===== src/rtl/mem_stage.sv =====
// mem_stage: memory-access pipeline stage between EX/MEM and writeback.
//
// Takes one instruction per cycle from the EX/MEM register. Loads and stores
// go out on an SRAM-like request/response port, and upstream is stalled until
// the access completes. Load data is extracted and extended, then registered
// with the writeback controls as the MEM/WB outputs.
//
// Ports:
//   clk, resetn         clock, synchronous active-low reset
//   in_*                EX/MEM register contents (held stable while stall_o=1)
//   stall_o             freeze PC, IF/ID, ID/EX and EX/MEM this cycle
//   data_req .. wdata   request channel (req, wr, size, addr, wstrb, wdata)
//   data_addr_ok        request accepted this cycle
//   data_data_ok        response / store completion this cycle
//   data_rdata          read data, valid with data_data_ok
//   wb_*                registered MEM/WB outputs
module mem_stage (
  input  logic        clk,
  input  logic        resetn,
  input  logic        in_valid,
  input  logic [31:0] in_pc,
  input  logic [31:0] in_res,
  input  logic        in_data_en,
  input  logic [3:0]  in_data_wen,
  input  logic [31:0] in_wdata,
  input  logic [2:0]  in_ldtype,
  input  logic        in_regwen,
  input  logic [5:0]  in_wreg,
  input  logic [1:0]  in_whilo,
  output logic        stall_o,
  output logic        data_req,
  output logic        data_wr,
  output logic [1:0]  data_size,
  output logic [31:0] data_addr,
  output logic [3:0]  data_wstrb,
  output logic [31:0] data_wdata,
  input  logic        data_addr_ok,
  input  logic        data_data_ok,
  input  logic [31:0] data_rdata,
  output logic        wb_valid,
  output logic [31:0] wb_pc,
  output logic [31:0] wb_res,
  output logic        wb_regwen,
  output logic [5:0]  wb_wreg,
  output logic [1:0]  wb_whilo
);

  typedef enum logic [1:0] {
    IDLE = 2'd0,
    WAIT = 2'd1
  } state_t;

  state_t      state_q, state_d;

  logic        wb_valid_q,  wb_valid_d;
  logic [31:0] wb_pc_q,     wb_pc_d;
  logic [31:0] wb_res_q,    wb_res_d;
  logic        wb_regwen_q, wb_regwen_d;
  logic [5:0]  wb_wreg_q,   wb_wreg_d;
  logic [1:0]  wb_whilo_q,  wb_whilo_d;

  logic        mem_op;
  logic        is_load;
  logic        resp_done;
  logic        commit;

  // Select the addressed byte/halfword and extend it according to ldtype.
  // Reserved ldtype encodings fall through to a full word.
  function automatic logic [31:0] load_extract(input logic [31:0] rdata,
                                               input logic [1:0]  off,
                                               input logic [2:0]  ldtype);
    logic [7:0]  b;
    logic [15:0] h;
    logic [31:0] r;
    case (off)
      2'd0:    b = rdata[7:0];
      2'd1:    b = rdata[15:8];
      2'd2:    b = rdata[23:16];
      default: b = rdata[31:24];
    endcase
    h = off[1] ? rdata[31:16] : rdata[15:0];
    case (ldtype)
      3'b001:  r = {{24{b[7]}}, b};
      3'b010:  r = {24'd0, b};
      3'b011:  r = {{16{h[15]}}, h};
      3'b100:  r = {16'd0, h};
      default: r = rdata;
    endcase
    return r;
  endfunction

  // Access size: loads go by ldtype, stores are inferred from the strobes.
  function automatic logic [1:0] req_size(input logic [3:0] wen,
                                          input logic [2:0] ldtype);
    logic [1:0] s;
    if (wen == 4'b0000) begin
      case (ldtype)
        3'b001, 3'b010: s = 2'd0;
        3'b011, 3'b100: s = 2'd1;
        default:        s = 2'd2;
      endcase
    end else begin
      case (wen)
        4'b1111:         s = 2'd2;
        4'b0011, 4'b1100: s = 2'd1;
        default:         s = 2'd0;
      endcase
    end
    return s;
  endfunction

  assign mem_op    = in_valid & in_data_en;
  assign is_load   = in_data_en & ~(|in_data_wen);
  assign resp_done = (state_q == WAIT) & data_data_ok;
  assign commit    = (in_valid & ~in_data_en) | resp_done;

  assign stall_o    = mem_op & ~resp_done;
  assign data_req   = (state_q == IDLE) & mem_op;
  assign data_wr    = |in_data_wen;
  assign data_size  = req_size(in_data_wen, in_ldtype);
  assign data_addr  = in_res;
  assign data_wstrb = in_data_wen;
  assign data_wdata = in_wdata;

  // Next state: data_data_ok is deliberately ignored while IDLE, so a late
  // response to an access abandoned by reset cannot commit anything.
  always_comb begin
    state_d = state_q;
    case (state_q)
      IDLE:    if (data_req & data_addr_ok) state_d = WAIT;
      WAIT:    if (data_data_ok)            state_d = IDLE;
      default: state_d = IDLE;
    endcase
  end

  // MEM/WB next values: bubbles clear the valid/write enables only, the
  // remaining fields keep their last committed contents.
  always_comb begin
    wb_valid_d  = 1'b0;
    wb_regwen_d = 1'b0;
    wb_whilo_d  = 2'b00;
    wb_pc_d     = wb_pc_q;
    wb_res_d    = wb_res_q;
    wb_wreg_d   = wb_wreg_q;
    if (commit) begin
      wb_valid_d  = 1'b1;
      wb_pc_d     = in_pc;
      wb_regwen_d = in_regwen;
      wb_wreg_d   = in_wreg;
      wb_whilo_d  = in_whilo;
      wb_res_d    = is_load ? load_extract(data_rdata, in_res[1:0], in_ldtype)
                            : in_res;
    end
  end

  always_ff @(posedge clk) begin
    if (!resetn) begin
      state_q     <= IDLE;
      wb_valid_q  <= 1'b0;
      wb_pc_q     <= 32'd0;
      wb_res_q    <= 32'd0;
      wb_regwen_q <= 1'b0;
      wb_wreg_q   <= 6'd0;
      wb_whilo_q  <= 2'b00;
    end else begin
      state_q     <= state_d;
      wb_valid_q  <= wb_valid_d;
      wb_pc_q     <= wb_pc_d;
      wb_res_q    <= wb_res_d;
      wb_regwen_q <= wb_regwen_d;
      wb_wreg_q   <= wb_wreg_d;
      wb_whilo_q  <= wb_whilo_d;
    end
  end

  assign wb_valid  = wb_valid_q;
  assign wb_pc     = wb_pc_q;
  assign wb_res    = wb_res_q;
  assign wb_regwen = wb_regwen_q;
  assign wb_wreg   = wb_wreg_q;
  assign wb_whilo  = wb_whilo_q;

endmodule


===== config.mk =====
export PLATFORM = sky130hd
export DESIGN_NAME = mem_stage
export DESIGN_NICKNAME = d
export VERILOG_FILES = /design/src/rtl/mem_stage.sv
export SDC_FILE = /design/constraint.sdc
export NUM_CORES = 1
export LEC_CHECK = 0
export BUFFER_PORTS_ARGS = -buffer_cell sky130_fd_sc_hd__buf_2
export CORE_AREA = 2 2 117 119
export DETAILED_ROUTE_END_ITERATION = 10
export DIE_AREA = 0 0 119 121
export GPL_TIMING_DRIVEN = 0
export PLACE_DENSITY = 0.73
export SETUP_SLACK_MARGIN = 0.4
export SLEW_MARGIN = 20
export SYNTH_ARGS = -nofsm -noshare
export SYNTH_HDL_FRONTEND = slang
export SYNTH_SLANG_ARGS = --single-unit

===== constraint.sdc =====
create_clock -name clk -period 4.3 [get_ports clk]
set_input_delay 0.645 -clock clk [delete_from_list [all_inputs] [get_ports clk]]
set_output_delay 0.645 -clock clk [all_outputs]
set_load 0.01 [all_outputs]

==> out/qor.txt, run 1 <==
outcome: complete, no violations
Slew Viols, Final: 0
Final ANT Viol Nets: 0
RSZ-0062 raised after global routing: no
PostCTS Resize Cnt: 0
cell repeated most along the worst path: buf_2
max-capacitance violation count: 0
Hold Crit Class: reg -> reg
Post-synth EDFFs: 0
via count: 4643
PwrDens: 333 mW/mm2
deepest clock path buffer count: 2
gpl congestion: 0.842
Buf/Inv on CP: 4
Least-Margin Pin Slew: 0.910 ns
# Post-CTS Setup Buffers: 0
CP Max Fanout: 10
vias in the first global route: 4445
min Tclk post-route: 2.77 ns
Post-synth top cells: nand2_1 (122), dfxtp_1 (75), buf_4 (71)
Worst-path clk slew: 0.07 ns
Vias/cell: 4.77
YS warnings: 0
Die Height: 121 um
share of layout cells above drive strength 1: 49.9%
cell breakdown of the critical path: buf_2 -> buf_2 -> nor2_4 -> xor2_4 -> buf_4 -> nand2_1 -> o21ai_0 -> buf_2
Yosys reg bits: 75
drt wl/cell: 15.2 um
Lkg Pwr: 2.87 nW
cell taking the most area after synthesis: dfxtp_1
Post-synth ARST share: 0%
Fmax: 361 MHz
hold buffer count at cts: 0
Setup crit end kind: primary output
Row Count: 42
initial antenna violation count: 1
depth of the CTS H-tree: 3
CP Launch Type: input port
worst rel slew slack: 38.4%
CTS buffer count: 9
width of the die: 119 um
final-report setup violation count: 0
Most used DFF post-synth: dfxtp_1
Root Buffer: clkbuf_16
IO Count: 297
Clock Latency Late Sink: 0.34 ns
initial DRC count: 312
most common cell in the netlist: nand2_1
total wire length: 14.8 mm
die area: 0.0144 mm2
Layout area overhead: 43.3%
synthesized net count: 672
1st-pass router iterations: 4
average size of a mapped cell: 8.19 um2
Global Route Usage Sum: 20.0%
Peak VDD IR: 0.176 mV
share of the synthesized area in the top cell type: 35.1%
leading post-synthesis cells by cell area: dfxtp_1 (35%), buf_4 (12%), nand2_1 (11%), a21oi_1 (6.4%), o21ai_0 (5.4%)
largest net degree at the start of global routing: 15
global-route wire length before repair: 22.7 mm
post-synth cell types: 43
residual DRC count: 0
DP Worst Slack: 1.52 ns
sequential fraction of the synthesis area: 35.1%
CTS tree: built
GR Overflow Total: 0
port buffer count: 259
hpwl dp: 11.7 mm
clock tree sinks: 75
# fillers: 1342
Synth Cell Area: 0.00428 mm2
Worst Skew: 0.00771 ns
Layout Nets: 942
period utilisation layout: 64.5%
crit-path leading delay family: buffers and inverters
FF/Latch Area: 0.00150 mm2
Post-Route Setup TNS: 0 ns
R2R Setup Slk: 2.41 ns
Worst path max stage delay: 0.29 ns
kind of critical path: in -> out
Req. time, crit path: 3.65 ns
crit path DAT: 2.13 ns
core area: 0.0131 mm2
final setup margin: 1.53 ns
starting density of the core: 32.7%
CP max stage cell: xor2_4
Final Hold Fails: 0
Syn Inst Count: 522
multi-input logic area: 0.00205 mm2
[cell usage in the layout, fill, tap and decap left out, drive strengths merged, types with 6 or more instances in the layout]
cell type and count:
and2 7, a32oi 7, o21a 6, mux4 8, dfxtp 75, buf 346
a21oi 65, o211ai 22, clkbuf 28, nor2 9, nand2 122, o21ai 56
a221oi 8
[cell type report]
class | instances | share of cell area [%]
multi-input cells | 340 | 33.4
flip-flops and latches | 75 | 24.5
repair buffers | 259 | 21.1
plain buffers | 105 | 11.7
clock buffers | 10 | 3.90
well taps | 176 | 3.59
clock inverters | 6 | 1.55
inverters | 2 | 0.122
diodes | 1 | 0.0408
[registers in the layout, summed over array words and instances (netlist names)]
| signal | flops |
|---|---|
| state_q | 1 |
| wb_pc | 32 |
| wb_regwen | 1 |
| wb_res | 32 |
| wb_valid | 1 |
| wb_whilo | 2 |
| wb_wreg | 6 |
[cell families (layout without fill, tap and decap cells)]
kind of cell | after synthesis | in the layout | share of synthesized area (%)
xor gates and xnor gates | 2 | 2 | 0.849
other | 0 | 1 | 0
DFF | 75 | 75 | 35.1
AOI/OAI and AO/OA | 174 | 174 | 26.1
muxes | 9 | 9 | 4.45
buffers and inverters | 107 | 382 | 17.0
and+or+nand+nor | 155 | 155 | 16.5
[routing by layer]
layer / GRT usage (%) / vias to the layer above / part of all wire, %
li1: - / 2297 / -
met1: 25.2 / 2124 / 42
met2: 33.1 / 191 / 48
met3: 4.61 / 31 / 6.8
met4: 7.81 / 0 / 2.8
met5: 0 / - / 0
[where the power goes]
group | total (mW) | internal (mW) | leakage, nW | switching (mW)
combinational | 0.429 | 0.199 | 2.10 | 0.230
clock | 0.852 | 0.530 | 0.157 | 0.321
sequential | 0.759 | 0.739 | 0.615 | 0.0202
total | 2.04 | 1.47 | 2.87 | 0.572
[per-stage QoR]
| stage | power, mW | util [%] | cell area, um2 | cells | hold slack (ns) |
|---|---|---|---|---|---|
| 4_1_cts | 2.05 | 46.8 | 6130 | 973 | 0.449 |
| 6_report | 2.04 | 46.8 | 6130 | 974 | 0.447 |
| 2_1_floorplan | 1.01 | - | 4280 | 522 | 0.476 |
| 3_3_place_gp | 1.20 | 44.3 | 5790 | 957 | 0.430 |
| 5_1_grt | 2.12 | 46.8 | 6130 | 973 | 0.464 |
| 3_5_place_dp | 1.20 | 44.3 | 5790 | 957 | 0.436 |
[path summary, 6_finish.rpt]
path,cells past startpoint,start,endpoint
worst max-delay path,8,in_ldtype[0],data_size[1]
worst max register to register,7,state_q[0],wb_res[3]
worst min-delay path,2,wb_pc[15],wb_pc[15]
worst min register to register,2,wb_pc[15],wb_pc[15]
[worst min-delay path: stages, from the launching register on]
cell and delay, ns:
dfxtp_1 0.31, nand2_1 0.05, a21oi_1 0.05
Power figures use the tool's default switching activity.
==> run 2: changes to the inputs <==
CORE_AREA = 2 2 116 118   (was 2 2 117 119)
DIE_AREA = 0 0 118 120   (was 0 0 119 121)
PLACE_DENSITY = 0.76   (was 0.73)
clock period = 2.53 ns   (was 4.3 ns; I/O delays follow)
==> out/qor.txt, run 2 (synthesis results as in run 1) <==
core area: 0.0130 mm2
Finished Layout Cells: 976
Layout Nets: 945
Die Height: 120 um
global-route wire length before repair: 21.9 mm
Slew Viols, Final: 0
commonest non-fill, non-tap cell in the layout: buf_2
deepest clock path buffer count: 2
Clock Latency Late Sink: 0.34 ns
PwrDens: 549 mW/mm2
max-capacitance violation count: 0
CP Launch Type: input port
via count: 4675
vias in the first global route: 4183
depth of the CTS H-tree: 3
outcome: complete, no violations
Req. time, crit path: 2.15 ns
clock tree sinks: 75
grt met2 use: 32.8%
hpwl dp: 11.7 mm
initial DRC count: 351
Cell Area, Placed: 0.00579 mm2
period utilisation layout: 78.2%
worst rel slew slack: 40.3%
kind of critical path: in -> out
CP Max Fanout: 10
port buffer count: 259
Root Buffer: clkbuf_16
Row Count: 42
Peak VDD IR: 0.329 mV
share of layout cells above drive strength 1: 50.2%
IO Count: 297
PnR Total Power: 3.37 mW
FF/Latch Area: 0.00150 mm2
Least-Margin Pin Slew: 0.882 ns
Worst-path clk slew: 0.06 ns
1st-pass router iterations: 4
hold buffer count at cts: 0
RSZ-0062 raised after global routing: no
DP Worst Slack: 0.269 ns
Final ANT Viol Nets: 0
M3 GR Usage: 4.56%
number of antenna diodes: 0
Inst Count DP: 957
cell area after layout: 0.00613 mm2
final setup margin: 0.551 ns
crit path DAT: 1.60 ns
most frequent cells in the layout: buf_2 (264), nand2_1 (122), dfxtp_1 (75), buf_4 (73), a21oi_1 (55)
Layout area overhead: 43.4%
Fmax: 505 MHz
drt wl/cell: 15.1 um
# fillers: 1320
Vias/cell: 4.79
GR Overflow Total: 0
CTS tree: built
Lkg Pwr: 2.88 nW
Setup crit end kind: primary output
Global Route Usage Sum: 19.8%
residual DRC count: 0
Worst Skew: 0.00989 ns
M1 GR Usage: 24.7%
Hold Crit Class: in -> reg
final-report setup violation count: 0
Final Hold Fails: 0
starting density of the core: 32.9%
multi-input logic area: 0.00205 mm2
CTS buffer count: 9
min Tclk post-route: 1.98 ns
busiest layer in global routing: met2
gpl congestion: 0.857
width of the die: 118 um
total wire length: 14.8 mm
initial antenna violation count: 0
largest net degree at the start of global routing: 15
die area: 0.0142 mm2
Post-Route Setup TNS: 0 ns
==> run 2: repair_timing <==
item	4_1_cts	5_1_grt
pin swaps	1	1
gates resized for setup	1	3
setup endpoints to repair	1	3
buffers inserted	1	2
==> run 2: worst max-delay path: stages <==
cell and delay, ns:
buf_2 0.12, buf_2 0.18, nor2_4 0.19, xor2_4 0.19, buf_6 0.21, nand2_1 0.08, o21ai_0 0.09, buf_2 0.16
==> run 2: per-stage QoR <==
step | hold WS [ns] | util (%)
3_5_place_dp | 0.436 | 44.6
2_1_floorplan | 0.476 | -
4_1_cts | 0.242 | 47.1
6_report | 0.250 | 47.2
5_1_grt | 0.235 | 47.2
3_3_place_gp | 0.431 | 44.6
==> run 2: area by class of cell <==
cell class	count	share of cell area (%)
flip-flops and latches	75	24.5
repair buffers	262	21.5
clock inverters	6	1.16
well taps	176	3.59
multi-input cells	340	33.4
plain buffers	105	11.8
inverters	2	0.122
clock buffers	10	3.90
==> run 2: per-layer routing <==
metal | wire length, um | vias up
met5 | 0 | -
met4 | 370 | 0
met2 | 7190 | 224
met3 | 1090 | 29
li1 | - | 2295
met1 | 6140 | 2127
==> run 2: power breakdown <==
part           internal, mW  leakage, nW  switching, mW
Combinational         0.344         2.12          0.395
Clock                 0.800        0.146          0.540
Sequential             1.26        0.615         0.0340
Total                  2.40         2.88          0.969
==> run 2: path summary, 6_finish.rpt <==
kind / from / end / slack (ns) / depth (start not counted)
worst max-delay path: in_ldtype[0] / data_size[1] / 0.55 / 8
worst min-delay path: in_whilo[0] / wb_whilo[0] / 0.25 / 2
worst max register to register: state_q[0] / wb_res[6] / 0.57 / 7
worst min register to register: wb_pc[8] / wb_pc[8] / 0.45 / 2
==> run 3: changes to the inputs <==
ABC_AREA = 1   (was default)
CORE_AREA = 2 2 114 116   (was 2 2 116 118)
DIE_AREA = 0 0 116 118   (was 0 0 118 120)
clock period = 1.65 ns   (was 2.53 ns; I/O delays follow)
==> out/qor.txt, run 3 <==
Post-synth top cells: nand2_1 (170), dfxtp_1 (75), buf_4 (70)
Slew Viols, Final: 0
Most used DFF post-synth: dfxtp_1
IO Count: 297
gpl congestion: 0.939
total wire length: 15.0 mm
max-capacitance violation count: 0
Post-Route Setup TNS: 0 ns
hold slack: 0.111 ns
most common cell in the netlist: nand2_1
Req. time, crit path: 1.40 ns
die area: 0.0137 mm2
cell taking the most area after synthesis: dfxtp_1
Global Route Usage Sum: 20.6%
PwrDens: 811 mW/mm2
cell area after layout: 0.00648 mm2
CTS tree: built
Synth Cell Area: 0.00402 mm2
hold buffer count at cts: 0
CP Max Fanout: 3
average size of a mapped cell: 7.33 um2
Row Count: 41
Hold Crit Class: in -> reg
Yosys reg bits: 75
width of the die: 116 um
depth of the CTS H-tree: 3
Worst Skew: 0.00566 ns
GR Overflow Total: 0
Setup crit end kind: primary output
starting density of the core: 32.4%
leading post-synthesis cells by cell area: dfxtp_1 (37%), nand2_1 (16%), buf_4 (13%), a22o_1 (8.3%), o21a_1 (4.5%)
CTS buffer count: 9
Fmax: 763 MHz
initial antenna violation count: 0
post-synth cell types: 28
RSZ-0062 raised after global routing: yes
outcome: complete, no violations
DP Worst Slack: -0.161 ns
final setup margin: 0.340 ns
port buffer count: 263
Worst-path clk slew: 0.07 ns
Post-synth EDFFs: 0
period utilisation layout: 79.4%
Clock Latency Late Sink: 0.34 ns
share of layout cells above drive strength 1: 50.5%
initial DRC count: 391
share of the synthesized area in the top cell type: 37.3%
Least-Margin Pin Slew: 0.393 ns
number of antenna diodes: 0
CP Launch Type: input port
final-report setup violation count: 0
Final ANT Viol Nets: 0
Root Buffer: clkbuf_16
# fillers: 1246
sequential fraction of the synthesis area: 37.3%
Peak VDD IR: 0.416 mV
hpwl dp: 11.5 mm
Vias/cell: 4.68
kind of critical path: in -> out
Die Height: 118 um
global-route wire length before repair: 21.7 mm
residual DRC count: 0
Final Hold Fails: 0
min Tclk post-route: 1.31 ns
1st-pass router iterations: 6
drt wl/cell: 14.7 um
Lkg Pwr: 3.54 nW
Layout area overhead: 61.1%
Post-synth ARST share: 0%
Layout Nets: 997
Syn Inst Count: 549
Cell Area, Placed: 0.00560 mm2
synthesized net count: 699
vias in the first global route: 4238
worst rel slew slack: 73.8%
core area: 0.0124 mm2
largest net degree at the start of global routing: 16
YS warnings: 0
deepest clock path buffer count: 2
crit path DAT: 1.06 ns
via count: 4788
most frequent cells in the layout: buf_2 (263), nand2_1 (165), buf_4 (85), dfxtp_1 (74), a22o_1 (38)
commonest non-fill, non-tap cell in the layout: buf_2
clock tree sinks: 75
-- run 3: cell types whose count changed in the layout (fill, tap and decap cells not counted), sizes merged, moves of 14 or more --
| cell | change |
|---|---|
| nor2 | +14 |
| o211ai | -14 |
| nand3 | +23 |
| buf | +17 |
| nand2 | +50 |
| a21oi | -42 |
| inv | +26 |
| a22o | +38 |
| o21ai | -24 |
| o21a | +18 |
-- run 3: worst max-delay path, stage by stage --
cell      delay [ns]
buf_8           0.10
inv_4           0.06
nand3_2         0.09
nand2_2         0.11
buf_6           0.14
clkinv_8        0.04
o221ai_2        0.11
buf_2           0.16
-- run 3: per-layer routing --
metal	GRT usage, %	part of all wire (%)	up-vias
met5	0	0	-
met4	9.00	3.2	0
met3	4.58	9.4	48
met2	34.8	49	276
met1	24.6	39	2107
li1	-	-	2357
-- run 3: repair_timing --
| item | in CTS | in global routing |
|---|---|---|
| hold endpoints to repair | 0 | 0 |
| resized for setup | 56 | 39 |
| cloned | 3 | 4 |
| pin swaps | 11 | 20 |
| endpoints found under the setup margin | 69 | 69 |
| buffers inserted | 11 | 6 |
-- run 3: kinds of logic (layout without fill, tap and decap cells) --
family | count (synthesis) | after routing | share of synthesized area (%)
AND/OR/NAND/NOR | 225 | 225 | 22.7
AO/OA/AOI/OAI | 127 | 127 | 21.6
buffers and inverters | 122 | 425 | 18.4
flip-flops | 75 | 75 | 37.3
-- run 3: report_power, final --
part / total (mW) / switching [mW] / internal, mW / leakage (nW)
Combinational: 1.25 / 0.627 / 0.620 / 2.77
Sequential: 1.97 / 0.0506 / 1.92 / 0.616
Clock: 2.03 / 0.837 / 1.20 / 0.149
-- run 3: cell type report --
cell class              instances  area (um2)  area share, %
clock buffers                   9         225           3.47
flip-flops and latches         75        1510           23.2
repair buffers                286        1620           24.9
plain buffers                  94         782           12.1
inverters                      28         133           2.05
well taps                     172         215           3.32
clock inverters                 7        83.8           1.29
multi-input cells             352        1910           29.5
repair inverters                1        8.76          0.135
-- run 3: worst paths after layout --
| check | startpoint | end | slack [ns] | cells past startpoint |
|---|---|---|---|---|
| max | in_ldtype[2] | data_size[0] | 0.34 | 8 |
| max reg2reg | state_q[0] | wb_wreg[5] | 0.36 | 6 |
| min reg2reg | wb_res[29] | wb_res[29] | 0.45 | 2 |
| min | in_pc[13] | wb_pc[13] | 0.11 | 2 |
-- run 3: stage by stage --
step | power, mW | util, % | instances
CTS | 5.24 | 50.6 | 1014
detailed placement | 3.08 | 45.1 | 984
finish | 5.25 | 52.2 | 1024
floorplan | 2.60 | - | 549
global route | 5.49 | 52.2 | 1024
global placement | 3.06 | 45.1 | 984
